==> src/rtl/sram_bank.sv <==
// ---------------------------------------------------------------------------
// sram_bank
// Memory-side responder for the dot-product SRAM controller. Holds Nums_SRAM
// independent single-clock RAMs of Ram_Depth words x Data_Width bits. Each RAM
// decodes its own slice of the packed control/address/data buses, supports a
// multi-cycle hardware clear, and returns registered read data one cycle after
// the read is accepted, together with a one-cycle valid strobe.
//
// Ports
//   clk            : sole clock, rising edge
//   Mem_reset      : synchronous active-high reset (array contents kept)
//   Mem_Clear      : per-RAM clear request
//   En_Chip_Select : per-RAM enable for reads/writes
//   En_Write       : per-RAM write strobe
//   En_Read        : per-RAM read strobe
//   Addr_Read      : packed read addresses, RAM i = [Ram_Depth*i +: Ram_Depth]
//   Addr_Write     : packed write addresses, same packing
//   Data_Write     : packed write data, RAM i = [Data_Width*i +: Data_Width]
//   Data_Read      : packed registered read data, same packing
//   Read_Valid     : per-RAM one-cycle pulse when Data_Read slice was updated
//   Clear_Busy     : per-RAM flag, high while that RAM runs a clear
// ---------------------------------------------------------------------------
module sram_bank #(
   parameter int Addr_Width = 4,
   parameter int Ram_Depth  = 1 << Addr_Width,
   parameter int Nums_SRAM  = 3,
   parameter int Data_Width = 8
) (
   input  logic                            clk,
   input  logic                            Mem_reset,
   input  logic [Nums_SRAM-1:0]            Mem_Clear,
   input  logic [Nums_SRAM-1:0]            En_Chip_Select,
   input  logic [Nums_SRAM-1:0]            En_Write,
   input  logic [Nums_SRAM-1:0]            En_Read,
   input  logic [Nums_SRAM*Ram_Depth-1:0]  Addr_Read,
   input  logic [Nums_SRAM*Ram_Depth-1:0]  Addr_Write,
   input  logic [Nums_SRAM*Data_Width-1:0] Data_Write,
   output logic [Nums_SRAM*Data_Width-1:0] Data_Read,
   output logic [Nums_SRAM-1:0]            Read_Valid,
   output logic [Nums_SRAM-1:0]            Clear_Busy
);

   typedef enum logic {
      Idle,
      Clearing
   } state_e;

   localparam logic [Addr_Width-1:0] LastAddr = Addr_Width'(Ram_Depth - 1);

   genvar g;
   generate
      for (g = 0; g < Nums_SRAM; g++) begin : gRam
         state_e                  state_q, state_d;
         logic [Addr_Width-1:0]   clearCnt_q, clearCnt_d;
         logic [Data_Width-1:0]   rdData_q, rdData_d;
         logic                    rdValid_q, rdValid_d;
         logic [Data_Width-1:0]   mem [Ram_Depth];
         logic [Addr_Width-1:0]   rdAddr, wrAddr;
         logic                    memWe;
         logic [Addr_Width-1:0]   memAddr;
         logic [Data_Width-1:0]   memWdata;
         logic [Ram_Depth-Addr_Width-1:0] unusedRdHi, unusedWrHi;

         // Only the low Addr_Width bits of each address field select a word;
         // the remaining bits of the field are deliberately left undecoded.
         assign rdAddr     = Addr_Read[Ram_Depth*g +: Addr_Width];
         assign wrAddr     = Addr_Write[Ram_Depth*g +: Addr_Width];
         assign unusedRdHi = Addr_Read[Ram_Depth*g+Addr_Width +: Ram_Depth-Addr_Width];
         assign unusedWrHi = Addr_Write[Ram_Depth*g+Addr_Width +: Ram_Depth-Addr_Width];

         // Next-state and array-port decode. In Idle a clear request wins over
         // any read/write on the same edge. In Clearing the single write port
         // is taken over by the sequencer, which zeroes one word per cycle and
         // ignores every command. The read samples the array before this
         // edge's write lands, so a same-address read returns the old word.
         // A reset edge performs no array write, so an aborted clear leaves
         // the not-yet-zeroed words untouched.
         always_comb begin
            state_d    = state_q;
            clearCnt_d = clearCnt_q;
            rdData_d   = rdData_q;
            rdValid_d  = 1'b0;
            memWe      = 1'b0;
            memAddr    = wrAddr;
            memWdata   = Data_Write[Data_Width*g +: Data_Width];
            case (state_q)
               Idle: begin
                  if (Mem_Clear[g]) begin
                     state_d    = Clearing;
                     clearCnt_d = '0;
                  end else if (En_Chip_Select[g]) begin
                     if (En_Write[g]) begin
                        memWe = 1'b1;
                     end
                     if (En_Read[g]) begin
                        rdData_d  = mem[rdAddr];
                        rdValid_d = 1'b1;
                     end
                  end
               end
               Clearing: begin
                  memWe      = 1'b1;
                  memAddr    = clearCnt_q;
                  memWdata   = '0;
                  clearCnt_d = clearCnt_q + Addr_Width'(1);
                  if (clearCnt_q == LastAddr) begin
                     state_d = Idle;
                  end
               end
               default: begin
                  state_d = Idle;
               end
            endcase
            if (Mem_reset) begin
               memWe = 1'b0;
            end
         end

         // State, clear counter and registered read port. Reset returns the
         // RAM to Idle and clears its outputs but not the array.
         always_ff @(posedge clk) begin
            if (Mem_reset) begin
               state_q    <= Idle;
               clearCnt_q <= '0;
               rdData_q   <= '0;
               rdValid_q  <= 1'b0;
            end else begin
               state_q    <= state_d;
               clearCnt_q <= clearCnt_d;
               rdData_q   <= rdData_d;
               rdValid_q  <= rdValid_d;
            end
         end

         // Storage array: single write port shared by normal writes and the
         // clear sequencer, no reset so it maps onto plain RAM.
         always_ff @(posedge clk) begin
            if (memWe) begin
               mem[memAddr] <= memWdata;
            end
         end

         assign Data_Read[Data_Width*g +: Data_Width] = rdData_q;
         assign Read_Valid[g] = rdValid_q;
         assign Clear_Busy[g] = (state_q == Clearing);
      end
   endgenerate

endmodule

==> config.mk <==
export PLATFORM = sky130hd
export DESIGN_NAME = sram_bank
export DESIGN_NICKNAME = d
export VERILOG_FILES = /design/src/rtl/sram_bank.sv
export SDC_FILE = /design/constraint.sdc
export NUM_CORES = 1
export LEC_CHECK = 0
export CORE_MARGIN = 2
export CORE_UTILIZATION = 60
export CTS_BUF_LIST = sky130_fd_sc_hd__clkbuf_8
export CTS_CLUSTER_SIZE = 12
export DETAILED_ROUTE_END_ITERATION = 7
export PLACE_DENSITY = 0.83
export SKIP_LAST_GASP = 1
export SLEW_MARGIN = 20
export SYNTH_ARGS = -nofsm -noshare
export SYNTH_HDL_FRONTEND = slang
export SYNTH_SLANG_ARGS = --single-unit
export TNS_END_PERCENT = 5
==> constraint.sdc <==
create_clock -name clk -period 3.2 [get_ports clk]
set_input_delay 0.64 -clock clk [delete_from_list [all_inputs] [get_ports clk]]
set_output_delay 0.64 -clock clk [all_outputs]
set_load 0.02 [all_outputs]
Word-level counts from Yosys, hierarchy flattened
Memories as Yosys holds them, arrays and structs flattened. A register that Yosys moved wholly into a read port is not among the register bits.
Cells that the tools add are included.
{"block": "word_totals", "regBits": 18, "latchBits": 0, "ram_bits": 384, "romBits": 0, "inputBits": 134, "output_inout_bits": 30, "wordCells": 81, "memories": 3}
{"block": "op_classes", "n_addsub": 3, "mul": 0, "div_mod_pow": 0, "magnitude_cmp": 0, "n_eq_ne": 6, "shifts": 0, "muxes": 45, "bitwise_logic": 9, "n_reduce_logical": 6}
{"name": "gRam[0].mem", "words": 16, "width": 8, "rd": 1, "rd_ports_with_merged_regs": 1, "write_ports": 1, "line": "57", "rtl": "logic [Data_Width-1:0] mem [Ram_Depth];"}
{"name": "gRam[1].mem", "words": 16, "width": 8, "rd": 1, "rd_ports_with_merged_regs": 1, "write_ports": 1, "line": "57"}
{"name": "gRam[2].mem", "words": 16, "width": 8, "rd": 1, "rd_ports_with_merged_regs": 1, "write_ports": 1, "line": "57"}
{"cell": "$mux 1", "count": 27}
{"cell": "$mux 4", "count": 6}
{"cell": "$mux 8", "count": 3}
{"cell": "$pmux 4 s2", "count": 3}
{"cell": "$add 4x1->4 const B", "count": 3}
{"cell": "$eq 4x4->1 const B", "count": 3}
{"cell": "$pmux 1 s2", "count": 6}
{"cell": "$reduce_and 4->1", "count": 3}
{"cell": "$reduce_or 4->1", "count": 3}
{"cell": "$not 1->1", "count": 9}
{"cell": "$ne 2x2->1 const B", "count": 3}

Longest topological paths before layout
Gate-level depths: netlist (run 1).
{"block": "depth", "word_depth": 7, "ltp_mapped": 7, "depth_no_buf": 4}

Least setup slack after synthesis (run 1)
OpenSTA, ideal clock, no wires.
{"block": "synth_timing", "path_kind": "input to register", "from": "in Mem_reset", "to": "mem gRam[1].mem[0][0] (enable)", "setup_time_ns": 0.370, "arrival_ns": 1.761, "required_time_ns": 2.830, "slack_ns": 1.069, "stages": 5, "path_buffers": 2, "cell_sequence": "buf_6 > clkbuf_1 > a21oi_1 > o21ai_0 > nor2_1"}
{"block": "synth_between", "elab_chain_len": 3}
{"element": "start: declaration", "line": "30", "rtl": "input logic Mem_reset,"}
{"element": "$mux 1", "line": "114", "rtl": "if (Mem_reset) begin"}
{"element": "$mux 1", "line": "138", "rtl": "if (memWe) begin"}
{"element": "$mux 1 (not written as such)", "line": "139", "rtl": "mem[memAddr] <= memWdata;"}
{"element": "end: declaration", "line": "57"}
No other way between the ends.

Final worst setup path (run 1)
{"block": "layout_timing", "from": "reg gRam[2].state_q", "to": "out Clear_Busy[2]"}
{"element": "start: declaration", "line": "53", "rtl": "state_e state_q, state_d;"}
{"element": "start signal: assignment", "line": "123", "rtl": "state_q <= Idle;"}
{"element": "start signal: assignment", "line": "128", "rtl": "state_q <= state_d;"}
{"element": "end: declaration", "line": "40", "rtl": "output logic [Nums_SRAM-1:0] Clear_Busy"}
No word-level cell between the ends.

==> out/results.tsv, run 1 <==
stage	metric	value	unit
timing	finalClockSkew	31.4	ps
yosys	synth_fp_nets	1083	
routing	vias_per_cell	6.15	
cts	htree_num_levels	3	
timing	hold_viol	0	
placement	gp_congestion	0.873	
timing	slew_viol_final	0	
cts	numCtsBuffers	66	
grt	grt_max_degree	30	
cts	cts_resized	0	
routing	wl_per_cell	22.9	um
grt	grt_usage	0.241	
yosys	syn_area	0.0171	mm2
timing	fin_crit_sh	0.850	
power_and_ir_drop	p_int	8.56	mW
routing	drc	0	
critical_path	cp-start-kind	register	
finish	drive_gt1_frac	0.208	
routing	dr_total_vias	9552	
critical_path	cp_num_buf_inv	1	
power_and_ir_drop	ir_worst_vdd	0.449	mV
grt	globalRouteMet1Util	0.329	
critical_path	cp_max_fo	17	
routing	antenna_left	0	
power_and_ir_drop	fin_total_pwr	11.0	mW
routing	first_iter_violations	1191	
floorplanning	rows	61	
floorplanning	start_util	0.611	
cts	cts_buffer_depth	3	
placement	placed_cells	1435	
power_and_ir_drop	p_clk_frac	0.375	
finish	utilization	0.710	
grt	antenna_found_initial	0	
yosys	async_reset_ff_frac	0	
grt	use_met3	0.0523	
finish	final_cell_count_no_fill	1554	
cts	cts_hold_buf	0	
finish	fin_nets	1262	
critical_path	r2r_setup_slack	780	ps
timing	worstMarginPinSlew	865	ps
cts	clkTransAtPathRegs	60	ps
yosys	synth_edf_count	384	
timing	min_period	2720	ps
timing	tns	0	ps
cts	clock-sinks	426	
yosys	ys_top_cells_by_area	edfxtp_1, mux4_2, dfxtp_1, mux2i_1, mux4_1	
grt	first_global_vias	9642	
yosys	ys_seq_area_frac	0.725	
critical_path	critical_path.top_delay_family	flip-flops	
finish	antenna_cells	0	
outcome	status	complete, no violations	
power_and_ir_drop	power.switching	2.47	mW
critical_path	endpoint_kind	output port	
timing	relSlewSlack	0.421	
finish	syn_to_final_growth	16.2	%
power_and_ir_drop	power_frac_seq	0.560	
critical_path	critPathArrivalTime	2080	ps
floorplanning	die_h	173	um
critical_path	cp_slowest_cell	dfxtp_1	
grt	gr-total-overflow	0	
placement	hpwl	22.9	mm
routing	wl	35.6	mm
grt	gr-usage-met2	0.373	
power_and_ir_drop	p_comb_frac	0.065	
timing	setup_violations	0	
floorplanning	die_area	0.0298	mm2
critical_path	path_class	register to output port	
yosys	synth_ff_type	edfxtp_1	
floorplanning	num_io_pins	164	
cts	tritoncts	done	
yosys	synth_seq_cells	426	
yosys	synth_warnings	0	
cts	root_buffer	clkbuf_8	
timing	grt_setup_unrepaired	no	
floorplanning	die_w	173	um
critical_path	required	2560	ps
critical_path	cp_cell_sequence	clkdlybuf4s50_1	
grt	grt_pass1_wl	54.2	mm
timing	fmax	368	MHz
grt	grt-busiest-layer	met2	
hold_path	hold_path_class	register to register	
floorplanning	core_area	0.0279	mm2
yosys	synth_top_area_cell	edfxtp_1	
routing	dr.pass1.iters	6	
yosys	yosysUniqueCellTypes	42	
power_and_ir_drop	leakage	6.73	nW
yosys	syn_inst	946	
critical_path	max_stage_delay	740	ps
cts	cts_setup_buffers	0	
cts	worstSkewPairLatency	600	ps
yosys	syn_avg_cell_area	18.0	um2
yosys	synth_top_area_frac	0.676	
placement	io_buffer_count	91	
power_and_ir_drop	powerDensity	556	mW/mm2
finish	n_fill_cell	1673	
power_and_ir_drop	p_sw_frac	0.224	
flow_run	cap_violations	0	
-- cells in the mapped netlist (all sizes together), types with 2 or more instances --
library cell	instances
edfxtp	384
nand4bb	2
a21oi	11
o21a	2
nor2	69
nor3	23
a32o	3
or3	2
nor2b	28
a22oi	24
mux2i	75
ha	3
dfxtp	42
nand3b	3
a32oi	27
a31oi	11
a211oi	4
inv	14
nand2b	25
nand2	11
buf	40
nand3	6
nor4	3
clkbuf	13
mux4	72
o21ai	34
nor3b	11
-- sequential cells by signal, summed over array words and instances (netlist names) --
signal           cells
gRam.clearCnt_q     12
gRam.rdValid_q       3
gRam.mem           384
gRam.rdData_q       24
gRam.state_q         3
-- metal layers --
| metal | share of wire | vias up | wire [um] |
|---|---|---|---|
| met2 | 0.48 | 523 | 17100 |
| met3 | 0.084 | 115 | 2980 |
| met1 | 0.39 | 4740 | 14000 |
| li1 | - | 4174 | - |
| met4 | 0.044 | 0 | 1580 |
| met5 | 0 | - | 0 |
-- kinds of logic (layout without fill, tap and decap cells) --
kind of cell    Yosys count  in the layout  synth area share
buf+inv                  68            298            0.0273
simple gates            185            185            0.0570
fa+ha+maj                 3              3           0.00220
mux                     147            147             0.142
flops                   426            426             0.725
compound gates          117            117            0.0465
-- stage by stage --
step	instance area (um2)	worst slack (ps)	hold slack (ps)
after CTS	19800	575	473
after detailed placement	18600	395	458
after global routing	19800	397	512
after global placement	18600	490	459
final	19800	481	475
after floorplan	17100	1070	485
-- layout by cell type, fill, tap and decap left out, types with 13 or more instances in the layout --
cell type and count:
dfxtp_1 42, nand2b_1 25, nor2b_2 19, nor2_1 66, inv_1 41, clkbuf_8 70
a22oi_1 24, edfxtp_1 384, o21ai_1 13, a32oi_1 27, o21ai_0 21, mux2i_1 75
mux4_1 14, nor3_1 23, clkdlybuf4s50_1 86, mux4_2 58, buf_4 73
-- power by group through the flow --
stage | logic [mW] | registers (mW) | clock network [mW]
4_1_cts | 0.711 | 6.18 | 4.21
3_5_place_dp | 0.707 | 6.29 | 0
2_1_floorplan | 0.427 | 6.29 | 0
5_1_grt | 0.766 | 6.18 | 4.46
3_3_place_gp | 0.679 | 6.29 | 0
6_report | 0.720 | 6.18 | 4.13
-- cell type report --
class / count / area, um2 / share of cell area
clock buffers: 70 / 963 / 0.0486
clock inverters: 49 / 246 / 0.0124
repair buffers: 165 / 1450 / 0.0733
multi-input cells: 452 / 4280 / 0.216
inverters: 14 / 52.6 / 0.00265
flip-flops and latches: 426 / 12400 / 0.624
well taps: 378 / 473 / 0.0238
-- final timing paths --
check / startpoint / endpoint / depth (start not counted)
worst max-delay path: gRam[2].state_q$_SDFF_PP0_ / Clear_Busy[2] / 1
worst min-delay path: gRam[0].rdData_q[6]$_SDFFE_PP0P_ / gRam[0].rdData_q[6]$_SDFFE_PP0P_ / 2
worst max register to register: gRam[2].state_q$_SDFF_PP0_ / gRam[2].mem[1][3]$_DFFE_PP_ / 5
worst min register to register: gRam[0].rdData_q[6]$_SDFFE_PP0P_ / gRam[0].rdData_q[6]$_SDFFE_PP0P_ / 2
Power figures use the tool's default switching activity.
==> run 2: changes to the inputs <==
--- a/config.mk
+++ b/config.mk
@@ -6,11 +6,11 @@
 export NUM_CORES = 1
 export LEC_CHECK = 0
 export CORE_MARGIN = 2
-export CORE_UTILIZATION = 60
+export CORE_UTILIZATION = 59
 export CTS_BUF_LIST = sky130_fd_sc_hd__clkbuf_8
 export CTS_CLUSTER_SIZE = 12
 export DETAILED_ROUTE_END_ITERATION = 7
-export PLACE_DENSITY = 0.83
+export PLACE_DENSITY = 0.82
 export SKIP_LAST_GASP = 1
 export SLEW_MARGIN = 20
 export SYNTH_ARGS = -nofsm -noshare
==> constraint.sdc (replaced) <==
create_clock -name clk -period 2.7 [get_ports clk]
set_input_delay 0.54 -clock clk [delete_from_list [all_inputs] [get_ports clk]]
set_output_delay 0.54 -clock clk [all_outputs]
set_load 0.02 [all_outputs]
==> run 2 against run 1 <==
Compared with the run above:
- non-clock buffer count shrank 3
- clock power rose by 21%
- via count shrank 1.1%
- flip-flop and latch count is the same
- routed wire length about the same
- critical path type unchanged
- highest routed layer unchanged
==> out/results.tsv, run 2 (same netlist as run 1, synthesis figures left out) <==
stage	metric	value	unit
hold_path	hold_path_class	register to register	
grt	grt_pass1_wl	54.7	mm
flow_run	cap_violations	0	
critical_path	cp_max_fo	15	
grt	gr-total-overflow	0	
cts	cts_resized	0	
cts	tritoncts	done	
critical_path	max_stage_delay	720	ps
finish	antenna_cells	0	
routing	dr_total_vias	9447	
cts	cts_setup_buffers	0	
timing	setup_violations	0	
critical_path	required	2160	ps
finish	final_cell_count_no_fill	1557	
floorplanning	start_util	0.596	
finish	mostFrequentLayoutCells	edfxtp_1, clkdlybuf4s50_1, mux2i_1, clkbuf_8, nor2_1	
power_and_ir_drop	p_sw_frac	0.223	
critical_path	critPathArrivalTime	2010	ps
cts	numCtsBuffers	66	
critical_path	path_class	register to output port	
routing	first_iter_violations	899	
timing	finalClockSkew	27.7	ps
power_and_ir_drop	p_comb_frac	0.064	
timing	relSlewSlack	0.258	
critical_path	cp-start-kind	register	
cts	clock-sinks	426	
floorplanning	rows	62	
routing	dr.pass1.iters	5	
finish	layout_commonest_cell	edfxtp_1	
critical_path	cp_cell_sequence	clkdlybuf4s50_1	
routing	antenna_left	0	
critical_path	endpoint_kind	output port	
critical_path	r2r_setup_slack	350	ps
grt	antenna_found_initial	0	
placement	hpwl	23.4	mm
critical_path	cp_num_buf_inv	1	
timing	grt_setup_unrepaired	no	
floorplanning	die_h	174	um
floorplanning	core_area	0.0286	mm2
grt	grt_usage	0.240	
placement	gp_congestion	0.872	
finish	largest_reg_flops	384	
cts	htree_num_levels	3	
cts	root_buffer	clkbuf_8	
outcome	status	complete, no violations	
routing	wl_per_cell	22.8	um
timing	fin_crit_sh	0.944	
finish	syn_to_final_growth	16.6	%
routing	wl	35.6	mm
routing	vias_per_cell	6.07	
finish	drive_gt1_frac	0.205	
power_and_ir_drop	power.switching	2.94	mW
power_and_ir_drop	power_frac_seq	0.557	
timing	min_period	2550	ps
timing	tns	0	ps
power_and_ir_drop	p_clk_frac	0.378	
floorplanning	die_w	174	um
finish	largestRegisters	gRam.mem x384, gRam.rdData_q x24, gRam.clearCnt_q x12	
finish	fin_nets	1259	
grt	grt_max_degree	27	
floorplanning	die_area	0.0303	mm2
power_and_ir_drop	ir_worst_vdd	0.584	mV
critical_path	critical_path.top_delay_family	flip-flops	
cts	cts_buffer_depth	3	
timing	worstMarginPinSlew	1110	ps
power_and_ir_drop	p_int	10.2	mW
cts	worstSkewPairLatency	580	ps
finish	top_register	gRam.mem	
cts	cts_hold_buf	0	
floorplanning	num_io_pins	164	
placement	io_buffer_count	91	
routing	drc	0	
cts	clkTransAtPathRegs	60	ps
grt	first_global_vias	9584	
power_and_ir_drop	powerDensity	661	mW/mm2
critical_path	cp_slowest_cell	dfxtp_1	
placement	placed_cells	1438	
timing	fmax	393	MHz
power_and_ir_drop	leakage	6.76	nW
timing	slew_viol_final	0	
timing	hold_viol	0	
run 2: cell count changes in the layout (fill, tap and decap cells not counted), sizes merged:
cell | before | now
buf | 79 | 76
bufinv | 1 | 2
clkinvlp | 4 | 3
clkinv | 15 | 13
inv | 43 | 46
clkbuf | 70 | 69
run 2: metrics by stage:
step                       util  worst slack, ps  hold WS [ps]  area (um2)  power, mW
after global placement    0.651              246           460       18600       8.27
after CTS                 0.694             17.2           482       19900       13.2
after global routing      0.695             79.9           507       19900       13.6
after detailed placement  0.651              158           466       18600       8.30
after floorplan               -              669           485       17100       7.96
final                     0.695              152           480       19900       13.1
run 2: power groups by stage:
stage	sequential (mW)	combinational (mW)	clock, mW
after floorplan	7.46	0.507	0
after global placement	7.46	0.809	0
after detailed placement	7.47	0.839	0
after CTS	7.33	0.841	5.06
after global routing	7.33	0.906	5.33
final	7.33	0.845	4.98
run 2: final cells by class:
class	count	area (um2)
Sequential cell	426	12400
Multi-Input combinational cell	452	4280
Clock buffer	69	950
Clock inverter	50	269
Inverter	14	52.6
Fill cell	1711	8730
Timing Repair Buffer	162	1490
Tap cell	384	480
run 2: path summary, 6_finish.rpt:
check	start	end	cells past startpoint
setup / recovery	gRam[0].state_q$_SDFF_PP0_	Clear_Busy[0]	1
hold / removal	gRam[2].rdData_q[6]$_SDFFE_PP0P_	gRam[2].rdData_q[6]$_SDFFE_PP0P_	2
setup reg to reg	gRam[0].state_q$_SDFF_PP0_	gRam[0].mem[9][7]$_DFFE_PP_	5
hold reg to reg	gRam[2].rdData_q[6]$_SDFFE_PP0P_	gRam[2].rdData_q[6]$_SDFFE_PP0P_	2
run 2: per-layer routing:
metal / GRT usage / up-vias / share of wire
li1: - / 4176 / -
met1: 0.325 / 4733 / 0.40
met2: 0.386 / 472 / 0.49
met3: 0.0553 / 66 / 0.085
met4: 0.0875 / 0 / 0.026
met5: 0 / - / 0
